<file path="src/rtl/md_iteration_sequencer_pkg.sv">
// Shared types and helpers for the MD iteration sequencer.
// Holds the sequencer state encoding and drain-counter width rule.
package md_iteration_sequencer_pkg;

    typedef enum logic [2:0] {
        S_IDLE   = 3'd0,
        S_LAUNCH = 3'd1,
        S_FORCE  = 3'd2,
        S_FLUSH  = 3'd3,
        S_MU     = 3'd4,
        S_NEXT   = 3'd5,
        S_DONE   = 3'd6
    } seq_state_t;

    // Counter must be able to hold the value n itself.
    function automatic int drain_cnt_w(input int n);
        return (n < 1) ? 1 : $clog2(n + 1);
    endfunction

    localparam int DRAIN_CNT_W = drain_cnt_w(64);

endpackage

</file>
<file path="src/rtl/md_iteration_sequencer_ref_wb_drain_tracker.sv">
// Ref-writeback tracker: collects per-PE writeback pulses, then waits
// for the ring to drain. Ports: clk, rst (async low), active (FORCE),
// ref_wb_issued, goto_next_ref -> all_ref_wb_issued, interconnect_empty.
module ref_wb_drain_tracker
    import md_iteration_sequencer_pkg::*;
#(
    parameter int NUM_CELLS    = 64,
    parameter int DRAIN_CYCLES = NUM_CELLS
) (
    input  logic                 clk,
    input  logic                 rst,
    input  logic                 active,
    input  logic [NUM_CELLS-1:0] ref_wb_issued,
    input  logic                 goto_next_ref,
    output logic                 all_ref_wb_issued,
    output logic                 interconnect_empty
);

    localparam int DW = drain_cnt_w(DRAIN_CYCLES);
    localparam logic [DW-1:0] DRAIN_MAX = DW'(DRAIN_CYCLES);

    logic [NUM_CELLS-1:0] r_flags;
    logic [NUM_CELLS-1:0] flags_n;
    logic [DW-1:0]        drain_cnt;
    logic                 drain_end;
    logic                 clear;

    assign flags_n   = r_flags | ref_wb_issued;
    assign drain_end = drain_cnt == DRAIN_MAX;
    // Pulses landing on a clearing cycle are intentionally lost.
    assign clear     = !active | goto_next_ref |
                       (all_ref_wb_issued & drain_end);

    always_ff @(posedge clk or negedge rst) begin
        if (!rst) begin
            r_flags           <= '0;
            all_ref_wb_issued <= 1'b0;
            drain_cnt         <= '0;
        end else if (clear) begin
            r_flags           <= '0;
            all_ref_wb_issued <= 1'b0;
            drain_cnt         <= '0;
        end else if (!all_ref_wb_issued) begin
            r_flags           <= flags_n;
            all_ref_wb_issued <= &flags_n;
            drain_cnt         <= '0;
        end else begin
            drain_cnt         <= drain_cnt + DW'(1);
        end
    end

    assign interconnect_empty = all_ref_wb_issued & drain_end;

endmodule

</file>
<file path="src/rtl/md_iteration_sequencer.sv">
// Run controller: sequences N timesteps of force evaluation + motion
// update. Ports: start/abort/cfg_num_iter control, broadcast/cache/MU
// status in; iter_start, motion_update_start, run_done pulses,
// busy, iter_count, per-phase cycle counters and timeout_err out.
module md_iteration_sequencer
    import md_iteration_sequencer_pkg::*;
#(
    parameter int NUM_CELLS    = 64,
    parameter int ITER_WIDTH   = 16,
    parameter int CYC_WIDTH    = 32,
    parameter int DRAIN_CYCLES = NUM_CELLS,
    parameter int WDOG_CYCLES  = 1048576
) (
    input  logic                  clk,
    input  logic                  rst,
    input  logic                  start,
    input  logic                  abort,
    input  logic [ITER_WIDTH-1:0] cfg_num_iter,
    input  logic [NUM_CELLS-1:0]  ref_wb_issued,
    input  logic                  goto_next_ref,
    input  logic                  all_reading_done,
    input  logic                  all_filter_buffer_empty,
    input  logic [NUM_CELLS-1:0]  force_wr_enable,
    input  logic                  force_cache_input_buffer_empty,
    input  logic                  mu_done,
    output logic                  iter_start,
    output logic                  all_ref_wb_issued,
    output logic                  all_force_wr_issued,
    output logic                  motion_update_start,
    output logic                  busy,
    output logic                  run_done,
    output logic [ITER_WIDTH-1:0] iter_count,
    output logic [CYC_WIDTH-1:0]  force_cycles,
    output logic [CYC_WIDTH-1:0]  mu_cycles,
    output logic                  timeout_err
);

    localparam int WW = (WDOG_CYCLES > 1) ? $clog2(WDOG_CYCLES) : 1;
    localparam logic [WW-1:0] WDOG_LAST = WW'(WDOG_CYCLES - 1);

    seq_state_t            state;
    seq_state_t            state_n;
    logic [ITER_WIDTH-1:0] cfg_q;
    logic [ITER_WIDTH-1:0] iter_inc;
    logic [WW-1:0]         wdog_cnt;
    logic                  interconnect_empty;
    logic                  force_exit;
    logic                  wdog_exp;
    logic                  last_iter;
    logic                  accept;
    logic                  timeout_hit;
    logic                  in_force;

    ref_wb_drain_tracker #(
        .NUM_CELLS    (NUM_CELLS),
        .DRAIN_CYCLES (DRAIN_CYCLES)
    ) u_tracker (
        .clk                (clk),
        .rst                (rst),
        .active             (state == S_FORCE),
        .ref_wb_issued      (ref_wb_issued),
        .goto_next_ref      (goto_next_ref),
        .all_ref_wb_issued  (all_ref_wb_issued),
        .interconnect_empty (interconnect_empty)
    );

    assign all_force_wr_issued = (force_wr_enable == '0) &
                                 force_cache_input_buffer_empty &
                                 all_filter_buffer_empty &
                                 interconnect_empty;

    assign force_exit = all_reading_done & all_force_wr_issued;
    assign wdog_exp   = wdog_cnt == WDOG_LAST;
    assign iter_inc   = iter_count + ITER_WIDTH'(1);
    assign last_iter  = iter_inc == cfg_q;
    assign accept     = (state == S_IDLE) & start & !abort;
    assign in_force   = (state == S_FORCE) | (state == S_FLUSH);
    // Watchdog only fires when the phase would otherwise stay put.
    assign timeout_hit = !abort & wdog_exp &
                         (((state == S_FORCE) & !force_exit) |
                          ((state == S_MU) & !mu_done));

    always_ff @(posedge clk or negedge rst) begin
        if (!rst) state <= S_IDLE;
        else      state <= state_n;
    end

    always_comb begin
        state_n = state;
        if (abort) begin
            state_n = S_IDLE;
        end else begin
            unique case (state)
                S_IDLE: begin
                    if (start)
                        state_n = (cfg_num_iter == '0) ? S_DONE : S_LAUNCH;
                end
                S_LAUNCH: state_n = S_FORCE;
                S_FORCE: begin
                    if (force_exit)       state_n = S_FLUSH;
                    else if (timeout_hit) state_n = S_IDLE;
                end
                S_FLUSH: state_n = S_MU;
                S_MU: begin
                    if (mu_done)          state_n = S_NEXT;
                    else if (timeout_hit) state_n = S_IDLE;
                end
                S_NEXT: state_n = last_iter ? S_DONE : S_LAUNCH;
                S_DONE: state_n = S_IDLE;
                default: state_n = S_IDLE;
            endcase
        end
    end

    always_comb begin
        iter_start          = 1'b0;
        motion_update_start = 1'b0;
        run_done            = 1'b0;
        busy = (state != S_IDLE) & (state != S_DONE);
        if (!abort) begin
            unique case (state)
                S_LAUNCH: iter_start          = 1'b1;
                S_FLUSH:  motion_update_start = 1'b1;
                S_DONE:   run_done            = 1'b1;
                default:  ;
            endcase
        end
    end

    always_ff @(posedge clk or negedge rst) begin
        if (!rst) begin
            cfg_q        <= '0;
            iter_count   <= '0;
            force_cycles <= '0;
            mu_cycles    <= '0;
            timeout_err  <= 1'b0;
            wdog_cnt     <= '0;
        end else begin
            if (state_n != state)  wdog_cnt <= '0;
            else if (!wdog_exp)    wdog_cnt <= wdog_cnt + WW'(1);

            if (accept) begin
                cfg_q        <= cfg_num_iter;
                iter_count   <= '0;
                force_cycles <= '0;
                mu_cycles    <= '0;
                timeout_err  <= 1'b0;
            end else if (!abort) begin
                if (state == S_NEXT)
                    iter_count <= iter_inc;
                if (in_force && force_cycles != '1)
                    force_cycles <= force_cycles + CYC_WIDTH'(1);
                if (state == S_MU && mu_cycles != '1)
                    mu_cycles <= mu_cycles + CYC_WIDTH'(1);
                if (timeout_hit)
                    timeout_err <= 1'b1;
            end
        end
    end

endmodule

</file>
<file path="config.mk">
export PLATFORM = sky130hd
export DESIGN_NAME = md_iteration_sequencer
export DESIGN_NICKNAME = d
export VERILOG_FILES = /design/src/rtl/md_iteration_sequencer_pkg.sv /design/src/rtl/md_iteration_sequencer_ref_wb_drain_tracker.sv /design/src/rtl/md_iteration_sequencer.sv
export SDC_FILE = /design/constraint.sdc
export NUM_CORES = 1
export LEC_CHECK = 0
export ABC_CLOCK_PERIOD_IN_PS = 2600
export BUFFER_PORTS_ARGS = -buffer_cell sky130_fd_sc_hd__buf_2
export CAP_MARGIN = 10
export CORE_MARGIN = 4
export CORE_UTILIZATION = 40
export CTS_CLUSTER_SIZE = 30
export DETAILED_ROUTE_END_ITERATION = 16
export PLACE_DENSITY_LB_ADDON = 0.2
export RECOVER_POWER = 25
export SYNTH_ARGS = -nofsm -noshare
export SYNTH_HDL_FRONTEND = slang
export SYNTH_HIERARCHICAL = 1
export SYNTH_SLANG_ARGS = --single-unit
</file>
<file path="constraint.sdc">
create_clock -name clk -period 2.6 [get_ports clk]
set_input_delay 0.52 -clock clk [delete_from_list [all_inputs] [get_ports clk]]
set_output_delay 0.52 -clock clk [all_outputs]
set_load 0.005 [all_outputs]
</file>
# Word level (Yosys, flattened, before mapping)
# Index checks and enable logic that the tools add are counted.
# word_totals
ff_bits	192
inputBits	153
output_inout_bits	87
wordCells	101
# classes
n_addsub	5
eq_ne	16
mux	34
n_bitwise	17
n_reduce_logical	19
# op_table
cell	count
32-bit 2-to-1 mux	6
64-bit 2-to-1 mux	2
32-bit by 1-bit adder with 32-bit output, second input constant	2
64-bit logical NOT	1
32-bit inequality test, second input constant	2
64-bit OR	1
64-bit AND reduction	1
16-bit 2-to-1 mux	3
20-bit 2-to-1 mux	2
3-bit 2-to-1 mux	7
20-bit by 1-bit adder with 20-bit output, second input constant	1
20-bit == test, second input constant	1
3-bit one-hot mux with 6 select lines	1
16-bit by 1-bit adder with 16-bit output, second input constant	1
16-bit == test	1
16-bit logical NOT	1
7-bit 2-to-1 mux	2
1-bit bitwise AND	12
1-bit 2-to-1 mux	11
3-bit == test, second input constant	3
2-bit AND reduction	4
2-bit nonzero test	4
7-bit by 1-bit adder with 7-bit output, second input constant	1
7-bit == test, second input constant	1
other kinds (11)	20

# Longest topological paths before layout
# Gate-level depths: netlist of run 1.
# logic_depth
word_depth	15
mapped_depth	12

# Hierarchy
# The synthesis of run 1 kept the hierarchy.
# modules_own_cells
mod	n_inst	cells_each	area_each_um2	seq_area_each_um2
md_iteration_sequencer	1	835	7206.9	3002.9
ref_wb_drain_tracker	1	292	2886.5	1801.7

# Least setup slack after synthesis of run 1
# Ideal clock, no wire load.
# synth_timing
kind	register to register
start	reg u_tracker.drain_cnt[0]
end	reg wdog_cnt[0]
setup_ns	0.080
arrival_ns	2.397
t_required_ns	2.520
setup_slack_ns	0.123
stages_incl_launch_ff	13
n_path_buf	1
cell_sequence	dfrtp_1 -> inv_1 -> ha_1 -> nand4b_1 -> nor4_2 -> nor4b_1 -> nand4_1 -> nor4_1 -> nand4_1 -> o21ai_1 -> o31ai_1 -> buf_4 -> nor3_2
# synth_via
elab_chain_len	14
word_cells_on_any_way	16
# synth_rtl
item	line_no	source
start: declaration	md_iteration_sequencer_ref_wb_drain_tracker.sv:24	logic [DW-1:0] drain_cnt;
start signal: assignment	md_iteration_sequencer_ref_wb_drain_tracker.sv:48	drain_cnt <= drain_cnt + DW'(1);
7-bit == test *	md_iteration_sequencer_ref_wb_drain_tracker.sv:29	assign drain_end = drain_cnt == DRAIN_MAX;
1-bit bitwise AND *	md_iteration_sequencer_ref_wb_drain_tracker.sv:52	assign interconnect_empty = all_ref_wb_issued & drain_end;
via interconnect_empty	md_iteration_sequencer.sv:46	logic interconnect_empty;
1-bit bitwise AND *	md_iteration_sequencer.sv:69	all_filter_buffer_empty &
1-bit bitwise AND *	md_iteration_sequencer.sv:72	assign force_exit = all_reading_done & all_force_wr_issued;
1-bit logical NOT	md_iteration_sequencer.sv:80	(((state == S_FORCE) & !force_exit) |
1-bit bitwise AND	md_iteration_sequencer.sv:80	
1-bit OR	md_iteration_sequencer.sv:80	
1-bit bitwise AND	md_iteration_sequencer.sv:79	assign timeout_hit = !abort & wdog_exp &
3-bit 2-to-1 mux	md_iteration_sequencer.sv:101, md_iteration_sequencer.sv:106	
3-bit 2-to-1 mux, on equally long branches	md_iteration_sequencer.sv:105, md_iteration_sequencer.sv:100	
3-bit one-hot mux with 6 select lines *	md_iteration_sequencer.sv:93	unique case (state)
3-bit 2-to-1 mux *	md_iteration_sequencer.sv:90	if (abort) begin
3-bit inequality test *	md_iteration_sequencer.sv:139	if (state_n != state) wdog_cnt <= '0;
2-bit by 1-bit inequality test with 1-bit output (no line) or 20-bit 2-to-1 mux (tied branches)	--	
end signal: assignment	md_iteration_sequencer.sv:140	else if (!wdog_exp) wdog_cnt <= wdog_cnt + WW'(1);
end: declaration	md_iteration_sequencer.sv:45	logic [WW-1:0] wdog_cnt;
# Mark *: on every way through the listed nets, which the timed path passes. The rest lies on a longest branch.
# A chain may end at the register's enable or synchronous reset.

# Final worst setup path of run 1
# layout_timing
start	reg u_tracker.drain_cnt[0]
end	out all_force_wr_issued
# layout_via
elab_chain_len	3
# layout_rtl
item	line_no	source
7-bit == test	md_iteration_sequencer_ref_wb_drain_tracker.sv:29	
1-bit bitwise AND	md_iteration_sequencer_ref_wb_drain_tracker.sv:52	
via interconnect_empty	md_iteration_sequencer.sv:46	
1-bit bitwise AND	md_iteration_sequencer.sv:69	
end: declaration	md_iteration_sequencer.sv:28	output logic all_force_wr_issued,
# The timed path passes the listed nets, and every way through them passes these cells.

==> results of run 1 <==
==> sequential cells by signal (all words and copies together) (netlist names) <==
signal	count
wdog_cnt	20
iter_count	16
timeout_err	1
u_tracker/r_flags	64
u_tracker/drain_cnt	7
u_tracker/all_ref_wb_issued	1
cfg_q	16
mu_cycles	32
state	3
force_cycles	32
==> cell usage after synthesis, types with 4 or more instances <==
| cell | number |
|---|---|
| ha_1 | 6 |
| or3_1 | 4 |
| inv_1 | 20 |
| nor3_1 | 25 |
| and3_1 | 28 |
| nand4_1 | 36 |
| xnor2_1 | 60 |
| nand2b_1 | 8 |
| nor2b_1 | 4 |
| nor2_1 | 181 |
| a21oi_1 | 84 |
| xor2_1 | 40 |
| and4_1 | 13 |
| dfrtp_1 | 192 |
| nor3_2 | 20 |
| a211oi_1 | 4 |
| clkbuf_1 | 37 |
| and2_1 | 10 |
| o31ai_1 | 6 |
| o22ai_1 | 34 |
| buf_2 | 12 |
| o21ai_0 | 32 |
| nor4_1 | 45 |
| nand2_1 | 107 |
| nand3_1 | 58 |
==> layout make-up <==
class,instances,area share [%]
Clock buffer,17,3.34
Sequential cell,192,37.8
Multi-Input combinational cell,860,40.0
Tap cell,324,3.19
Timing Repair Buffer,294,13.6
Clock inverter,15,1.51
Inverter,20,0.590
==> repair_timing <==
action                                  CTS  global route
pin swaps                                 2             7
setup buffers                             1             2
gates resized for setup                   3            16
endpoints found under the hold margin     0             0
endpoints found under the setup margin   23            24
hold buffers                              0             0
cloned                                    0             3
==> worst min-delay path: stages <==
cell,delay [ns]
buf_2,0.09
nand2_1,0.04
nand2_1,0.04
==> metal layers <==
layer	track usage, %	wire length [µm]	vias to the layer above
met3	4.95	1520	29
met2	32.1	13600	198
met5	0	0	-
met1	27.7	13000	4449
met4	4.91	461	0
li1	-	-	4514
==> per-stage QoR <==
step / cell area, µm² / hold WS, ns / cells / util [%] / TNS, ns
after floorplan: 10100 / 0.224 / 1127 / - / 0
after global placement: 12000 / 0.476 / 1684 / 48.6 / -2.97
final: 12700 / 0.280 / 1722 / 51.7 / -5.47
after global routing: 12700 / 0.282 / 1722 / 51.7 / -10.37
after detailed placement: 12000 / 0.481 / 1684 / 48.6 / -4.60
after CTS: 12600 / 0.0836 / 1717 / 51.2 / -3.87
==> power by group through the flow <==
stage | clock (µW) | combinational [µW] | sequential (µW)
after global placement | 0 | 790 | 3250
final | 2700 | 828 | 3200
after detailed placement | 0 | 801 | 3250
after global routing | 2890 | 928 | 3210
after floorplan | 0 | 434 | 3230
after CTS | 2750 | 806 | 3190
==> cell families (layout without fill, tap and decap cells) <==
| logic type | Yosys count | after routing | share of synthesized area [%] |
|---|---|---|---|
| and+or+nand+nor | 567 | 567 | 28.9 |
| DFF | 192 | 192 | 47.6 |
| AOI/OAI and AO/OA | 182 | 182 | 10.3 |
| xor gates and xnor gates | 101 | 101 | 8.91 |
| buffers and inverters | 75 | 346 | 3.17 |
| adders and majority gates | 6 | 6 | 0.744 |
| muxes | 4 | 4 | 0.409 |
==> worst paths after layout <==
check,startpoint,endpoint,slack [ns],cells after the start
max reg2reg,u_tracker/drain_cnt[0],wdog_cnt[3],-0.29,13
min in group asynchronous,rst,u_tracker/drain_cnt[6],0.48,1
max in group asynchronous,rst,force_cycles[4],0.46,2
min reg2reg,cfg_q[12],cfg_q[12],0.49,2
max,u_tracker/drain_cnt[0],all_force_wr_issued,-0.47,10
min,cfg_num_iter[6],cfg_q[6],0.28,3
==> impl_metrics.json, run 1 <==
{
  "status": "complete, but fails checks",
  "violations": "max-capacitance violations, max-slew violations, negative setup slack",
  "grt_pass1_wl_mm": 46.6,
  "initial_utilization_pct": 41.0,
  "syn2layout_area_growth_pct": 26.1,
  "cts_tree": "yes",
  "dr.pass1.iters": 5,
  "pwr-share-clk_pct": 40.1,
  "cts_buffers": 17,
  "final_antenna_net_count": 0,
  "cts_max_path_buffers": 2,
  "synth-seq-cells": 192,
  "io_buffers": 239,
  "comb_power_share_pct": 12.3,
  "rsz0062_at_grt": "true",
  "crit_required_ns": 2.08,
  "antenna_found_initial": 0,
  "num-fill-cells": 2403,
  "layout_commonest_cell": "buf_2",
  "finalNetCount": 1544,
  "synth_cell_types": 64,
  "diodes": 0,
  "critPathArrivalTime_ns": 2.55,
  "clk_latency_ns": 0.45,
  "synthArstFlopShare_pct": 100,
  "path_clk_slew_ns": 0.08,
  "total_power_uw": 6720,
  "critPathMaxStageDelay_ns": 0.38,
  "hold_path.class": "in -> reg",
  "vias_per_cell": 5.34,
  "ys.flop_type": "dfrtp_1",
  "path_buf_inv": 3,
  "setup_viol": 21,
  "fin_skew_ns": 0.0174,
  "cts.sinks": 192,
  "min_period_over_period_pct": 118,
  "grt_pass1_vias": 8977,
  "layout-drive-gt1-share_pct": 26.3,
  "syn_inst": 1127,
  "p_int_uw": 4770,
  "die_w_um": 167,
  "place_congestion": 0.839,
  "synth_edf_count": 0,
  "num_vias": 9190,
  "fp.dieArea_um2": 27800,
  "cp_max_fo": 2,
  "grt_use_total_pct": 20.1,
  "final_cell_mix": "buf_2, dfrtp_1, nor2_1, nand2_1, a21oi_1",
  "yosys.area.top_type": "dfrtp_1",
  "syn_area_per_cell_um2": 8.96,
  "ff_latch_area_um2": 4810,
  "drc_errors": 0,
  "power_density_nw_per_um2": 528,
  "switchingPower_uw": 1950,
  "drt-initial-drc-count": 615,
  "swShare_pct": 29.0,
  "multi_input_area_um2": 5090,
  "seqPwrFrac_pct": 47.6,
  "routed_wl_mm": 28.7,
  "synth-warning-count": 6,
  "synth_top_area_share_pct": 47.6,
  "num_rows": 57,
  "cp_slowest_cell": "dfrtp_1",
  "grt_max_degree": 78,
  "worst_pin_slew_ns": 1.62,
  "hold_viol_final": 0,
  "p_leak_uw": 0.00606,
  "synth_area_leaders": "dfrtp_1, nor2_1, xnor2_1",
  "seq_area_frac_synth_pct": 47.6,
  "fmax_ghz": 0.326,
  "worst_slack_ns": -0.470,
  "report.final.slew_viol_count": 62,
  "cts-root-buf": "clkbuf_16",
  "final.min_clock_period_ns": 3.07,
  "dp_hpwl_mm": 20.5,
  "wl_per_cell_um": 16.6,
  "globalRouteOverflowTotal": 0,
  "start_kind": "register",
  "dpl_worst_slack_ns": -0.248,
  "crit_family": "simple AND/OR/NAND/NOR gates",
  "cp-end-kind": "output port",
  "pin_count": 240,
  "cap_violations": 1,
  "syn_area_um2": 10100,
  "core_area_um2": 24600,
  "syn_nets": 1286,
  "h-tree-depth": 4,
  "die_height_um": 167,
  "cp_cell_sequence": "inv_1 > ha_1 > nand4b_1 > nor4_4 > nor4b_4 > nand4_1 > nor4_2 > buf_4 > and2_4 > buf_2",
  "critPathKind": "reg -> out",
  "vdd_drop_max_uv": 325,
  "slew_headroom_pct": -7.98
}
Note: power is estimated with default switching activity, not from simulation.
==> run 2: changes to the inputs <==
--- a/config.mk
+++ b/config.mk
@@ -9,7 +9,7 @@
 export BUFFER_PORTS_ARGS = -buffer_cell sky130_fd_sc_hd__buf_2
 export CAP_MARGIN = 10
 export CORE_MARGIN = 4
-export CORE_UTILIZATION = 40
+export CORE_UTILIZATION = 30
 export CTS_CLUSTER_SIZE = 30
 export DETAILED_ROUTE_END_ITERATION = 16
 export PLACE_DENSITY_LB_ADDON = 0.2
==> run 2 against run 1 <==
Against the previous run:
- the run ends with negative setup slack left
- clock power is 7% higher
- power up 3.5%
- die area is 32% higher
- wire length up 7.3%
- flip-flop and latch count unchanged
- clock skew shrank 0.0050 ns
- setup slack better by 0.090 ns
- sequential share of layout area decreased by 0.99 points
- cell count increased by 7.5%
- core utilization decreased by 12 points
- sequential power about the same
==> impl_metrics.json, run 2 (synthesis gave the netlist of run 1 again) <==
{
  "status": "complete, but fails checks",
  "violations": "negative setup slack",
  "fp.dieArea_um2": 36600,
  "worst_slack_ns": -0.380,
  "grt_use_total_pct": 16.6,
  "final_cell_mix": "buf_2, dfrtp_1, nor2_1, nand2_1, a21oi_1",
  "cts_buffers": 17,
  "cap_violations": 0,
  "dp_hpwl_mm": 22.0,
  "setup_viol": 21,
  "layout_commonest_cell": "buf_2",
  "layout-drive-gt1-share_pct": 28.0,
  "antenna_found_initial": 3,
  "power_density_nw_per_um2": 532,
  "cts.sinks": 192,
  "path_clk_slew_ns": 0.07,
  "h-tree-depth": 4,
  "cts-root-buf": "clkbuf_16",
  "final.min_clock_period_ns": 2.98,
  "reg2reg_from": "u_tracker/drain_cnt[0]",
  "hold_viol_final": 0,
  "num_rows": 66,
  "cts_tree": "yes",
  "drt-initial-drc-count": 557,
  "setup_tns_ns": -0.972,
  "fin_skew_ns": 0.0123,
  "hold_path.class": "in -> reg",
  "start_kind": "register",
  "io_buffers": 239,
  "clk_latency_ns": 0.44,
  "finalInstanceArea_um2": 13100,
  "cp-end-kind": "output port",
  "cp_max_fo": 3,
  "hold_ws_ns": 0.278,
  "wl_per_cell_um": 16.6,
  "largest_register": "u_tracker/r_flags",
  "routed_wl_mm": 30.8,
  "finalNetCount": 1552,
  "die_height_um": 191,
  "p_leak_uw": 0.00610,
  "num_vias": 9294,
  "hp-start": "cfg_num_iter[1]",
  "grt_max_degree": 78,
  "place_congestion": 0.846,
  "post-route-util_pct": 39.8,
  "grt_pass1_wl_mm": 49.0,
  "grt_pass1_vias": 9166,
  "die_w_um": 191,
  "min_period_over_period_pct": 115,
  "critPathLaunch": "u_tracker/drain_cnt[0]",
  "report.final.slew_viol_count": 0,
  "final_antenna_net_count": 0,
  "globalRouteOverflowTotal": 0,
  "slew_headroom_pct": 26.0,
  "vias_per_cell": 5.02,
  "crit_required_ns": 2.08,
  "critPathKind": "reg -> out",
  "worst_pin_slew_ns": 1.11,
  "cts_max_path_buffers": 2,
  "largest_register_ffs": 64,
  "initial_utilization_pct": 30.7,
  "reg_top3": "u_tracker/r_flags: 64 flops, force_cycles: 32 flops, mu_cycles: 32 flops",
  "total_power_uw": 6960,
  "drc_errors": 0,
  "rsz0062_at_grt": "true",
  "vdd_drop_max_uv": 400,
  "place_area_um2": 12100,
  "syn2layout_area_growth_pct": 29.5,
  "pin_count": 240,
  "core_area_um2": 32900,
  "fmax_ghz": 0.336,
  "critPathArrivalTime_ns": 2.46,
  "dr.pass1.iters": 5
}
[run 2: cell count changes in the layout (fill, tap and decap cells not counted), moves of 3 or more]
cell and change:
buf_4 +8, diode_2 +3, bufinv_16 +4, nand3_1 -12, buf_6 +3, buf_12 -4
clkinv_8 -7, nand3_2 +11
[run 2: final timing paths]
kind / end / slack [ns] / cells past startpoint
max: all_force_wr_issued / -0.38 / 10
min: cfg_q[1] / 0.28 / 3
max reg2reg: wdog_cnt[16] / -0.05 / 13
min reg2reg: u_tracker/r_flags[15] / 0.50 / 2
max in group asynchronous: force_cycles[1] / 0.30 / 3
min in group asynchronous: u_tracker/r_flags[36] / 0.83 / 2
[run 2: final cells by class]
| type | count | area, µm² |
|---|---|---|
| clock buffers | 18 | 429 |
| multi-input cells | 860 | 5220 |
| well taps | 442 | 553 |
| diodes | 3 | 7.51 |
| repair buffers | 302 | 1780 |
| clock inverters | 14 | 204 |
| flip-flops and latches | 192 | 4810 |
| inverters | 20 | 75.1 |
| fillers | 3458 | 19800 |
[run 2: worst max-delay path: stages (launching register included)]
cell and delay, ns:
dfrtp_1 0.38, inv_1 0.06, ha_2 0.15, nand4b_1 0.16, nor4_4 0.31, nor4b_4 0.25, nand4_1 0.15, nor4_2 0.17
buf_4 0.17, and2_4 0.14, buf_6 0.09
[run 2: metal layers]
metal	up-vias	wire length (µm)	track usage, %	part of all wire (%)
met5	-	0	0	0
li1	4520	-	-	-
met2	195	14600	26.1	48
met1	4554	14400	23.2	47
met3	25	1280	3.69	4.2
met4	0	421	4.61	1.4
[run 2: through the flow]
| step | instances | setup WS (ns) |
|---|---|---|
| after global routing | 1851 | -0.582 |
| after global placement | 1806 | -0.114 |
| after detailed placement | 1806 | -0.241 |
| final | 1851 | -0.380 |
| after floorplan | 1127 | 0.123 |
| after CTS | 1849 | -0.469 |
[run 2: power breakdown]
group / internal, µW / switching (µW) / total, µW / leakage [µW]
Sequential: 3090 / 107 / 3200 / 0.00264
Combinational: 393 / 487 / 880 / 0.00315
Clock: 1630 / 1250 / 2880 / 0.000304
Total: 5120 / 1840 / 6960 / 0.00610
[run 2: timing repair]
item	CTS	global route
hold buffers	1	0
setup endpoints to repair	21	23
cloned	0	5
pin swaps	0	30
gates resized for setup	17	27
buffers inserted	10	3
endpoints found under the hold margin	33	0
